`src/rtl/fetch_sequencer_pkg.sv`:
```
// Shared constants and state encoding for the instruction fetch front end.
// Latency: n/a (declarations only).
// Backpressure: n/a (declarations only).
package fetch_sequencer_pkg;

    localparam int          ADDR_DEFAULT     = 32;
    localparam int          WORD_DEFAULT     = 32;
    localparam logic [31:0] RESET_PC_DEFAULT = 32'h0000_0000;

    // Byte distance between consecutive instruction words.
    localparam int          PC_INC           = 4;

    typedef enum logic [1:0] {
        IDLE  = 2'd0,
        RUN   = 2'd1,
        FLUSH = 2'd2
    } state_t;

endpackage

```
`src/rtl/fetch_resp_buffer.sv`:
```
// Small FIFO of {pc, inst} pairs with synchronous clear; head is shown combinationally.
// Latency: a push is visible at the head on the cycle after it is written.
// Backpressure: pushes when full and pops when empty are ignored; clear wins over push/pop.
// Ports: clk, reset (async, active-high), push/push_pc/push_inst, pop, clear,
//        head_pc/head_inst (oldest entry), count (occupancy), empty.
module fetch_resp_buffer
    import fetch_sequencer_pkg::*;
#(
    parameter int DEPTH = 2,
    parameter int AW    = 32,
    parameter int DW    = 32
) (
    input  logic                     clk,
    input  logic                     reset,
    input  logic                     push,
    input  logic [AW-1:0]            push_pc,
    input  logic [DW-1:0]            push_inst,
    input  logic                     pop,
    input  logic                     clear,
    output logic [AW-1:0]            head_pc,
    output logic [DW-1:0]            head_inst,
    output logic [$clog2(DEPTH):0]   count,
    output logic                     empty
);

    localparam int PW = $clog2(DEPTH);

    logic [AW-1:0] pc_mem   [DEPTH];
    logic [DW-1:0] inst_mem [DEPTH];
    logic [PW-1:0] rd_ptr;
    logic [PW-1:0] wr_ptr;
    logic          do_push;
    logic          do_pop;

    assign empty   = (count == '0);
    assign do_push = push & (count != (PW+1)'(DEPTH));
    assign do_pop  = pop & ~empty;

    // DEPTH is a power of two, so the pointers wrap on their own.
    always_ff @(posedge clk or posedge reset) begin
        if (reset) begin
            rd_ptr <= '0;
            wr_ptr <= '0;
            count  <= '0;
        end else if (clear) begin
            rd_ptr <= '0;
            wr_ptr <= '0;
            count  <= '0;
        end else begin
            if (do_push) wr_ptr <= wr_ptr + PW'(1);
            if (do_pop)  rd_ptr <= rd_ptr + PW'(1);
            count <= count + (PW+1)'(do_push) - (PW+1)'(do_pop);
        end
    end

    always_ff @(posedge clk) begin
        if (do_push && !clear) begin
            pc_mem[wr_ptr]   <= push_pc;
            inst_mem[wr_ptr] <= push_inst;
        end
    end

    assign head_pc   = pc_mem[rd_ptr];
    assign head_inst = inst_mem[rd_ptr];

endmodule

```
`src/rtl/fetch_sequencer.sv`:
```
// Fetch front end: owns the PC, issues credit-limited imem requests, buffers and delivers words.
// Latency: issue in cycle N, response in N+1, v_o in N+2 at the earliest.
// Backpressure: stall_i holds the buffer head; new requests stop once in-flight + buffered hit CREDITS.
// Ports: clk/reset; imem_req_o/imem_addr_o/imem_gnt_i request side; imem_rvalid_i/imem_rdata_i
//        in-order responses; v_o/inst_o/pc_o/stall_i to the queue; branch_i/branch_pc_i redirect
//        with flush_o to the queue; halt_i stops issue; busy_o when anything is in flight or held.
module fetch_sequencer
    import fetch_sequencer_pkg::*;
#(
    parameter int              ADDR     = ADDR_DEFAULT,
    parameter int              WORD     = WORD_DEFAULT,
    parameter logic [ADDR-1:0] RESET_PC = ADDR'(RESET_PC_DEFAULT),
    parameter int              CREDITS  = 2
) (
    input  logic            clk,
    input  logic            reset,
    output logic            imem_req_o,
    output logic [ADDR-1:0] imem_addr_o,
    input  logic            imem_gnt_i,
    input  logic            imem_rvalid_i,
    input  logic [WORD-1:0] imem_rdata_i,
    output logic            v_o,
    output logic [WORD-1:0] inst_o,
    output logic [ADDR-1:0] pc_o,
    input  logic            stall_i,
    input  logic            branch_i,
    input  logic [ADDR-1:0] branch_pc_i,
    output logic            flush_o,
    input  logic            halt_i,
    output logic            busy_o
);

    localparam int CW = $clog2(CREDITS) + 1;

    state_t          state;
    state_t          state_next;
    logic [ADDR-1:0] pc;
    logic [CW-1:0]   outstanding;
    logic [CW-1:0]   drop;
    logic [CW-1:0]   drop_load;
    logic [CW:0]     credits_used;
    logic            branch_act;
    logic            issue;
    logic            resp_drop;
    logic            resp_in;
    logic            resp_take;

    logic [CW-1:0]   buf_count;
    logic            buf_empty;
    logic [ADDR-1:0] buf_pc;
    logic [WORD-1:0] buf_inst;
    logic [ADDR-1:0] tag_pc;
    logic [0:0]      tag_inst_unused;
    logic [CW-1:0]   tag_count_unused;
    logic            tag_empty_unused;

    assign branch_act   = branch_i & (state != IDLE);
    assign credits_used = {1'b0, outstanding} + {1'b0, buf_count};

    assign imem_req_o  = (state == RUN) & ~halt_i & ~branch_i &
                         (credits_used < (CW+1)'(CREDITS));
    assign imem_addr_o = pc;
    assign issue       = imem_req_o & imem_gnt_i;

    // A response is either owed to a pre-branch request (drop) or completes a live request.
    // rvalid with nothing in flight is ignored.
    assign resp_drop = imem_rvalid_i & (drop != '0);
    assign resp_in   = imem_rvalid_i & (drop == '0) & (outstanding != '0);
    assign resp_take = resp_in & ~branch_act;

    // Requests still in flight once this cycle settles; all of them become stale on a branch.
    assign drop_load = outstanding + CW'(issue) - CW'(resp_in);

    always_comb begin
        state_next = state;
        case (state)
            IDLE:    state_next = RUN;
            RUN:     if (branch_i && drop_load != '0) state_next = FLUSH;
            FLUSH:   if (!branch_i && (drop - CW'(resp_drop)) == '0) state_next = RUN;
            default: state_next = IDLE;
        endcase
    end

    always_ff @(posedge clk or posedge reset) begin
        if (reset) begin
            state       <= IDLE;
            pc          <= RESET_PC;
            outstanding <= '0;
            drop        <= '0;
        end else begin
            state <= state_next;

            if (branch_act)  pc <= branch_pc_i;
            else if (issue)  pc <= pc + ADDR'(PC_INC);

            if (branch_act) outstanding <= '0;
            else            outstanding <= outstanding + CW'(issue) - CW'(resp_take);

            // A second branch while flushing only retargets the PC; the stale count keeps draining.
            if (branch_act && state == RUN) drop <= drop_load;
            else if (resp_drop)             drop <= drop - CW'(1);
        end
    end

    fetch_resp_buffer #(
        .DEPTH (CREDITS),
        .AW    (ADDR),
        .DW    (1)
    ) u_tag_fifo (
        .clk       (clk),
        .reset     (reset),
        .push      (issue),
        .push_pc   (pc),
        .push_inst (1'b0),
        .pop       (resp_take),
        .clear     (branch_act),
        .head_pc   (tag_pc),
        .head_inst (tag_inst_unused),
        .count     (tag_count_unused),
        .empty     (tag_empty_unused)
    );

    fetch_resp_buffer #(
        .DEPTH (CREDITS),
        .AW    (ADDR),
        .DW    (WORD)
    ) u_resp_buf (
        .clk       (clk),
        .reset     (reset),
        .push      (resp_take),
        .push_pc   (tag_pc),
        .push_inst (imem_rdata_i),
        .pop       (~stall_i),
        .clear     (branch_act),
        .head_pc   (buf_pc),
        .head_inst (buf_inst),
        .count     (buf_count),
        .empty     (buf_empty)
    );

    // Head data is forced to zero when nothing is valid so idle outputs are deterministic.
    assign v_o     = ~buf_empty;
    assign inst_o  = buf_empty ? '0 : buf_inst;
    assign pc_o    = buf_empty ? '0 : buf_pc;
    assign flush_o = branch_act;
    assign busy_o  = (outstanding | drop | buf_count) != '0;

`ifndef SYNTHESIS
    rvalid_needs_inflight: assert property (@(posedge clk) disable iff (reset)
        imem_rvalid_i |-> (outstanding != '0 || drop != '0));
`endif

endmodule

```
`config.mk`:
```
export PLATFORM = sky130hd
export DESIGN_NAME = fetch_sequencer
export DESIGN_NICKNAME = d
export VERILOG_FILES = /design/src/rtl/fetch_sequencer_pkg.sv /design/src/rtl/fetch_resp_buffer.sv /design/src/rtl/fetch_sequencer.sv
export SDC_FILE = /design/constraint.sdc
export NUM_CORES = 1
export LEC_CHECK = 0
export ABC_AREA = 1
export CAP_MARGIN = 10
export CORE_ASPECT_RATIO = 0.5
export CORE_MARGIN = 3
export CORE_UTILIZATION = 57
export DETAILED_ROUTE_END_ITERATION = 7
export PLACE_DENSITY = 0.88
export SETUP_SLACK_MARGIN = 0.05
export SYNTH_ARGS = -nofsm -noshare
export SYNTH_HDL_FRONTEND = slang
export SYNTH_SLANG_ARGS = --single-unit
```
`constraint.sdc`:
```
create_clock -name clk -period 9.7 [get_ports clk]
set_input_delay 1.94 -clock clk [delete_from_list [all_inputs] [get_ports clk]]
set_output_delay 1.94 -clock clk [all_outputs]
set_load 0.05 [all_outputs]
```
# Word level (Yosys, flattened, before mapping)
# Memories as Yosys holds them, arrays and structs flattened.
# Index checks and enable logic that the tools add are counted.
word_totals:
  regBits: 46
  mem_bits_rw: 192
  inputBits: 71
  mem_count: 3
classes:
  n_addsub: 15
  n_lt_le_gt_ge: 1
  eq_ne: 6
  mux: 24
  bitwise: 21
  reduce_logical: 24
memory_table:
  columns: ["memory", "depth", "word_bits", "read_ports", "rd_ports_with_merged_regs", "wr", "line_no", "text"]
  rows:
  - ["u_resp_buf.inst_mem", 2, 32, 1, 0, 1, "fetch_resp_buffer.sv:29", "logic [DW-1:0] inst_mem [DEPTH];"]
  - ["u_resp_buf.pc_mem", 2, 32, 1, 0, 1, "fetch_resp_buffer.sv:28", "logic [AW-1:0] pc_mem [DEPTH];"]
  - ["u_tag_fifo.pc_mem", 2, 32, 1, 0, 1, "fetch_resp_buffer.sv:28", null]
op_table:
  columns: ["op", "count"]
  rows:
  - ["32-bit 2-to-1 mux", 4]
  - ["32-bit by 3-bit adder with 32-bit output (second input constant)", 1]
  - ["2-bit nonzero test", 11]
  - ["2-bit 2-to-1 mux", 7]
  - ["1-bit AND", 13]
  - ["1-bit 2-to-1 mux", 12]
  - ["2-bit zero test", 5]
  - ["2-bit by 1-bit subtractor with 2-bit output", 5]
  - ["2-bit != test (second input constant)", 4]
  - ["2-bit by 1-bit adder with 2-bit output", 3]
  - ["1-bit NOT", 6]
  - ["2-bit one-hot mux with 3 select lines", 1]
  - ["1-bit logical AND", 5]
  - ["1-bit adder (second input constant)", 4]
  - ["2-bit OR", 2]
  - ["2-bit by 2-bit adder with 3-bit output", 1]
  - ["3-bit by 2-bit < comparator with 1-bit output (second input constant)", 1]
  - ["2-bit by 1-bit == test with 1-bit output (second input constant)", 1]
  - ["2-bit == test (second input constant)", 1]
  - ["1-bit zero test", 2]
  - ["2-bit AND reduction", 1]
  - ["2-bit by 1-bit subtractor with 2-bit output (second input constant)", 1]

# Logic depth before layout (Yosys ltp)
# Gate-level depths: netlist (run 1).
logic_depth:
  depth_word: 11
  depth_mapped: 14
  mapped_depth_nobuf: 13

# Cells and area by module
# Synthesis (run 1) repeated with hierarchy kept, for this count alone.
unflattened:
  cells_unflattened: 1159
  area_unflattened_um2: 11055.6
modules_own_cells:
  columns: ["mod", "n_inst", "cells_each", "area_each_um2"]
  rows:
  - ["fetch_resp_buffer at u_resp_buf", 1, 370, 4934.7]
  - ["fetch_sequencer", 1, 581, 3370.7]
  - ["fetch_resp_buffer at u_tag_fifo", 1, 208, 2750.1]

# Worst setup path after synthesis (run 1)
# OpenSTA, ideal clock, no wires.
synth_path:
  kind: "input to register"
  from: "input branch_i"
  to: "memory u_resp_buf.inst_mem[0][0] (enable)"
  setup_ps: 486
  t_arrival_ps: 5152
  required_ps: 9214
  slack_ps: 4062
  path_stages: 7
  n_path_buf: 0
  path_cell_list: "inv_1 -> a21oi_4 -> inv_2 -> nand2_1 -> inv_1 -> nand2_1 -> nor2_1"
synth_via:
  elab_chain_len: 7
synth_rtl:
  columns: ["element", "line_no", "text"]
  rows:
  - ["start, declared", "fetch_sequencer.sv:26", "input logic branch_i,"]
  - ["1-bit AND (*)", "fetch_sequencer.sv:57", "assign branch_act = branch_i & (state != IDLE);"]
  - ["1-bit NOT", "fetch_sequencer.sv:69", "assign resp_take = resp_in & ~branch_act;"]
  - ["1-bit AND", "fetch_sequencer.sv:69", null]
  - ["1-bit AND", "fetch_resp_buffer.sv:36", "assign do_push = push & (count != (PW+1)'(DEPTH));"]
  - ["1-bit logical AND (*)", "fetch_resp_buffer.sv:57", "if (do_push && !clear) begin"]
  - ["1-bit 2-to-1 mux (*)", "fetch_resp_buffer.sv:57", null]
  - ["1-bit 2-to-1 mux (implied by the code) (*)", "fetch_resp_buffer.sv:59", "inst_mem[wr_ptr] <= push_inst;"]
  - ["end, declared", "fetch_resp_buffer.sv:29", null]
# Mark *: on every way between the ends. The rest lies on a longest branch, timed or not.

# Worst setup path in the final report (run 1)
layout_path:
  from: "input branch_i"
  to: "output flush_o"
layout_via:
  elab_chain_len: 1
layout_rtl:
  columns: ["element", "line_no", "text"]
  rows:
  - ["1-bit AND", "fetch_sequencer.sv:57", null]
  - ["end, declared", "fetch_sequencer.sv:28", "output logic flush_o,"]
# Every way passes these cells.

==> summary.md, run 1 <==
| Metric | Value |
|---|---|
| Outcome | complete, no violations |
| Most frequent cells in the layout | nand2_1, edfxtp_1, clkdlybuf4s50_1 |
| Core Area | 0.0170 mm^2 |
| Cell area power density | roughly 330 mW/mm^2 |
| Fin area | around 0.013 mm^2 |
| Syn avg cell area | just over 10 um^2 |
| # diodes | 0 |
| CP Buf/Inv Count | 4 |
| Max_cap viols | 0 |
| CP cell instances | clkdlybuf4s50_1, inv_1, a21oi_4, buf_4, clkdlybuf4s50_1 |
| Port Buf Inserts | 170 |
| Cts hold-fix bufs | 0 |
| Final wirelength | roughly 25 mm |
| Clock network power share | 0.201 |
| Sequential Area | between 0.006 and 0.007 mm^2 |
| Initial Util | 0.602 |
| Slew Limit Headroom | 0.229 |
| Initial antenna violation count | 0 |
| Root Driver | clkbuf_16 |
| Post-layout minimum cycle time | roughly 5800 ps |
| Final Max Slew Viols | 0 |
| Clock-pin slew on the worst setup and hold paths | 70 ps |
| Cell Area, Synth | slightly above 0.01 mm^2 |
| Dpl cell area | 0.0121 mm^2 |
| ANT nets after route | 0 |
| Final Skew | 9.21 ps |
| Ys Warns | 0 |
| Row cnt | 33 |
| Remaining DRCs | 0 |
| Internal | 0.00235 W |
| RSZ-0062 raised after global routing | no |
| Die Width | 195 um |
| Setup_tns | 0 ps |
| Critical Path AT | approximately 4000 ps |
| Clock Sink Count | around 240 |
| Ratio of cells with drive above 1 in the final layout | 0.0483 |
| F_max | 171 MHz |
| Multi-input logic area | a little under 0.003 mm^2 |
| Routed wire per std cell | 17.9 um |
| Fill cell count | 1,057 |
| Die area | just under 0.02 mm^2 |
| FF+latch count, synth | 238 |
| # H-tree levels | 1 |
| Nets | roughly 1,200 |
| Via count of the routed design | slightly below 8,000 |
| Switching Share | 0.452 |
| GPL Wtd Cong | 0.870 |
| Gr usage total | 0.255 |
| Lkg Pwr | about 4.9 nW |
| Critical Path Max Stage Delay | 880 ps |
| Register area share after synthesis | 0.677 |
| Final hold vios | 0 |
| Kind of cell adding the most delay to the critical path | buffers and inverters |
| Vias per inst | 5.62 |
| Most used cell, CP | clkdlybuf4s50_1 |
| Critical path fanouts, max | 36 |
| Final setup viols | 0 |
| Library cells used by synthesis | 35 |
| Vias in the first global route | 7,746 |
| CTS buffer count | 21 |
| Slew @ Worst Pin | approximately 1200 ps |
| CTS resizes | 0 |
| CTS tree | built |
| Critical Path Sink Type | output port |
| Slowest-stage cell, CP | clkdlybuf4s50_1 |
| Die Span Y | just over 100 um |
| Crit Path Class | in -> out |
| Net Switching | just under 0.002 W |
| Worst setup SP type | input pin |
| Largest net degree at the start of global routing | 69 |
| Syn Inst Count | approximately 1,000 |
| Min-delay worst type | reg -> reg |
| DR iter-0 viols | 779 |
| Commonest non-fill, non-tap cell in the layout | nand2_1 |
| GRT overflow | 0 |
| Combinational share of power | 0.457 |
| Post-CTS Setup Inserts | 0 |
| TritonRoute pass-1 iters | 7 |
| Seq pwr share | 0.341 |
| Synth Net Count | 1,086 |
| Area growth syn-to-layout | 25.4% |
| Worst-skew pair later-pin latency | 490 ps |
| VDD IR max | between 0.2 and 0.3 mV |
| Max clock buf depth | 3 |
| I/O pin count | 171 |
| Fin crit share | 0.602 |
| HPWL Detailed | between 15 and 20 mm |
| CP required | 7760 ps |
| First-pass GRT wire length | between 30 and 40 mm |
[kinds of logic after synthesis]
kind of cell	count (synthesis)	share of synthesized area
and+or+nand+nor	552	0.214
AOI/OAI and AO/OA	104	0.0538
adders and majority gates	10	0.0130
DFF	238	0.677
xor gates and xnor gates	7	0.00600
buffers and inverters	94	0.0368
[flip-flops by register name (all words and copies together), names as in the netlist]
register / count
u_resp_buf.inst_mem: 64
u_resp_buf.pc_mem: 64
u_tag_fifo.pc_mem: 64
imem_addr_o: 32
drop: 2
outstanding: 2
state: 2
u_resp_buf.count: 2
u_tag_fifo.count: 2
u_resp_buf.rd_ptr: 1
u_resp_buf.wr_ptr: 1
u_tag_fifo.rd_ptr: 1
u_tag_fifo.wr_ptr: 1
[cells in the mapped netlist, drive strengths merged]
library cell | count | share of area
nand2 | 399 | 0.15
edfxtp | 192 | 0.56
nor2 | 95 | 0.036
a21oi | 74 | 0.037
inv | 54 | 0.020
dfrtp | 46 | 0.11
nand3 | 41 | 0.020
clkbuf | 23 | 0.0084
o21ai | 21 | 0.010
buf | 17 | 0.0086
ha | 9 | 0.011
nor3 | 7 | 0.0039
nand4 | 5 | 0.0037
xor2 | 4 | 0.0034
o211ai | 3 | 0.0022
xnor2 | 3 | 0.0026
a22oi | 2 | 0.0015
and2 | 2 | 0.0012
nand3b | 2 | 0.0015
o22ai | 2 | 0.0012
a31oi | 1 | 0.00061
fa | 1 | 0.0020
o21bai | 1 | 0.00073
or2 | 1 | 0.00061
[per-layer routing]
layer	share of wire	vias to the layer above	GRT usage
li1	-	3657	-
met1	0.41	3743	0.352
met2	0.48	442	0.428
met3	0.088	67	0.0434
met4	0.024	0	0.0712
met5	0	-	0
[worst paths after layout]
kind	start	endpoint	slack, ps	cells past startpoint
worst max-delay path	branch_i	flush_o	3860	5
worst min-delay path	u_tag_fifo.wr_ptr$_DFFE_PP0P_	u_tag_fifo.wr_ptr$_DFFE_PP0P_	530	1
worst max register to register	state[0]$_DFFE_PP0P_	u_resp_buf.inst_mem[0][28]$_DFFE_PP_	6430	9
worst min register to register	u_tag_fifo.wr_ptr$_DFFE_PP0P_	u_tag_fifo.wr_ptr$_DFFE_PP0P_	530	1
max in group asynchronous	reset	u_resp_buf.rd_ptr$_DFFE_PP0P_	7350	3
min in group asynchronous	reset	state[1]$_DFFE_PP0P_	1910	3
[worst reg2reg max path, stage by stage (launching register included)]
cell     delay (ps)
dfrtp_1         410
inv_2           100
a21oi_4          60
buf_4           260
inv_2           630
nand2_1         180
inv_1           130
nand2_1         230
nor2_4          160
buf_4           680
[metrics by stage]
step	instances	hold slack, ps	setup WS, ps	total power [W]	utilization
2_1_floorplan	1005	469	4060	0.00274	-
3_3_place_gp	1370	497	3890	0.00336	0.715
3_5_place_dp	1370	517	3860	0.00342	0.715
4_1_cts	1407	526	3860	0.00428	0.756
5_1_grt	1407	564	3770	0.00447	0.756
6_report	1407	532	3860	0.00428	0.756
[area by class of cell]
| class | instances | share of cell area |
|---|---|---|
| Timing Repair Buffer | 178 | 0.137 |
| Clock inverter | 12 | 0.0123 |
| Inverter | 54 | 0.0158 |
| Multi-Input combinational cell | 673 | 0.231 |
| Clock buffer | 25 | 0.0421 |
| Tap cell | 227 | 0.0221 |
| Sequential cell | 238 | 0.539 |
[power by group through the flow]
| stage | Sequential (W) | Combinational (W) | Clock, W |
|---|---|---|---|
| 3_5_place_dp | 0.00147 | 0.00195 | 0 |
| 4_1_cts | 0.00145 | 0.00196 | 0.000869 |
| 3_3_place_gp | 0.00146 | 0.00190 | 0 |
| 5_1_grt | 0.00147 | 0.00208 | 0.000911 |
| 2_1_floorplan | 0.00162 | 0.00112 | 0 |
| 6_report | 0.00146 | 0.00196 | 0.000861 |
(Power assumes the default switching activity.)
==> inputs of run 2 (changes only) <==
- CORE_UTILIZATION: 57 -> 53
- PLACE_DENSITY: 0.88 -> 0.83
- clock period: 9.7 -> 5.8 ns (I/O delays scaled with it)
==> run 2 against run 1 <==
Cell count rose by 2.3%. First-iteration DRC count is 15% lower. Sequential power up 67%. Register-to-register slack lost 4100 ps. Total power increased by 64%. Clock skew rose by 9.3 ps. Utilization fell by 6.8 points. Wire length shrank 4.2%. Critical path type is now reg -> out.
==> summary.md, run 2 (synthesis results as in run 1) <==
| Metric | Value |
|---|---|
| Final wirelength | 24.1 mm |
| Port Buf Inserts | 170 |
| Final hold vios | 0 |
| First-pass GRT wire length | 37.8 mm |
| Die Span Y | 104 um |
| Slew @ Worst Pin | 1160 ps |
| Post-layout minimum cycle time | 4190 ps |
| Most frequent cells in the layout | nand2_1, edfxtp_1, clkdlybuf4s50_1 |
| Worst setup SP type | flip-flop |
| GPL Wtd Cong | 0.876 |
| # H-tree levels | 1 |
| Outcome | complete, no violations |
| Vias in the first global route | between 7,000 and 8,000 |
| Critical Path Sink Type | output port |
| Hold Path Origin | state[0]$_DFFE_PP0P_ |
| I/O pin count | 171 |
| TritonRoute pass-1 iters | 5 |
| CP required | 4640 ps |
| Fill cell count | 1,322 |
| Dpl ws | 1590 ps |
| Critical Path Max Stage Delay | 750 ps |
| RSZ-0062 raised after global routing | no |
| F_max | 239 MHz |
| Worst setup margin | 1610 ps |
| Gr usage total | 0.223 |
| Fin crit share | 0.722 |
| Largest registers | u_resp_buf.inst_mem: 64 flops, u_resp_buf.pc_mem: 64 flops, u_tag_fifo.pc_mem: 64 flops |
| Kind of cell adding the most delay to the critical path | buffers and inverters |
| DR iter-0 viols | about 660 |
| Core Area | 0.0187 mm^2 |
| Via count of the routed design | a little under 8,000 |
| Crit Path Class | reg -> out |
| Lkg Pwr | 4.92 nW |
| Die area | 0.0211 mm^2 |
| Ratio of cells with drive above 1 in the final layout | 0.0533 |
| Slew Limit Headroom | 0.225 |
| CP Buf/Inv Count | 2 |
| Worst Setup SP | u_resp_buf.count[1]$_DFF_PP0_ |
| Nets | 1,248 |
| R2r startpoint | u_resp_buf.count[0]$_DFF_PP0_ |
| # diodes | 0 |
| Die Width | 202 um |
| Final core utilization | 0.688 |
| Clock Sink Count | 238 |
| Max clock buf depth | 3 |
| ANT nets after route | 0 |
| Post-CTS Setup Inserts | 0 |
| Final Max Slew Viols | 0 |
| Max_cap viols | 0 |
| Initial antenna violation count | 0 |
| Commonest non-fill, non-tap cell in the layout | nand2_1 |
| Remaining DRCs | 0 |
| Min-delay worst type | reg -> reg |
| Row cnt | 35 |
| VDD IR max | 0.297 mV |
| Initial Util | 0.548 |
| Clock-pin slew on the worst setup and hold paths | roughly 70 ps |
| Critical path fanouts, max | 37 |
| CTS tree | built |
| CTS buffer count | 21 |
| Largest net degree at the start of global routing | 66 |
| Critical Path AT | 3030 ps |
| Routed wire per std cell | 16.8 um |
| Cell area power density | 548 mW/mm^2 |
| Area growth syn-to-layout | 25.5% |
| Final setup viols | 0 |
| Vias per inst | roughly 5.4 |
| CP cell instances | nor2_4, buf_4, a21oi_1, clkdlybuf4s50_1 |
| Root Driver | clkbuf_16 |
| GRT overflow | 0 |
| Worst-skew pair later-pin latency | around 500 ps |
| Slowest-stage cell, CP | clkdlybuf4s50_1 |
| HPWL Detailed | 15.9 mm |
| CTS resizes | 0 |
| Cts hold-fix bufs | 0 |
| Setup_tns | 0 ps |
| Final Skew | about 18 ps |
==> run 2: cell types whose count changed in the layout (fill, tap and decap cells not counted), sizes merged <==
cell / previous run / this run
bufinv: 4 / 1
clkbuf: 25 / 22
clkinv: 8 / 11
clkinvlp: 1 / 4
buf: 8 / 9
==> run 2: worst paths after layout <==
check                                                endpoint  slack, ps  cells past startpoint
max                                                 inst_o[5]       1610                      4
min                                      state[1]$_DFFE_PP0P_        520                      1
min reg2reg                              state[1]$_DFFE_PP0P_        520                      1
max reg2reg                u_tag_fifo.pc_mem[0][17]$_DFFE_PP_       2320                      9
min in group asynchronous                state[0]$_DFFE_PP0P_       1130                      3
max in group asynchronous       u_resp_buf.rd_ptr$_DFFE_PP0P_       4230                      3
==> run 2: through the flow <==
step | hold slack, ps | std cells | area, um^2 | power [W]
after floorplan | 469 | 1005 | 10200 | 0.00458
after global placement | 496 | 1403 | 12200 | 0.00564
after detailed placement | 511 | 1403 | 12200 | 0.00571
after CTS | 526 | 1440 | 12800 | 0.00704
after global routing | 569 | 1440 | 12800 | 0.00736
final | 525 | 1440 | 12800 | 0.00703
==> run 2: layout make-up <==
class | instances | area (um^2) | area share
clock buffers | 22 | 539 | 0.0420
flip-flops and latches | 238 | 6920 | 0.539
repair buffers | 179 | 1770 | 0.138
well taps | 259 | 324 | 0.0253
multi-input cells | 673 | 2960 | 0.231
inverters | 54 | 203 | 0.0158
clock inverters | 15 | 114 | 0.00888
==> run 2: power breakdown <==
group	internal, W	leakage (nW)	switching, W
Sequential	0.00212	2.29	0.000313
Clock	0.000725	0.313	0.000610
Combinational	0.000956	2.32	0.00230
Total	0.00381	4.92	0.00322
==> run 2: per-layer routing <==
layer | share of wire | up-vias | GRT usage
met4 | 0.024 | 0 | 0.0588
met5 | 0 | - | 0
met2 | 0.47 | 375 | 0.365
met1 | 0.42 | 3637 | 0.317
li1 | - | 3669 | -
met3 | 0.084 | 51 | 0.0356
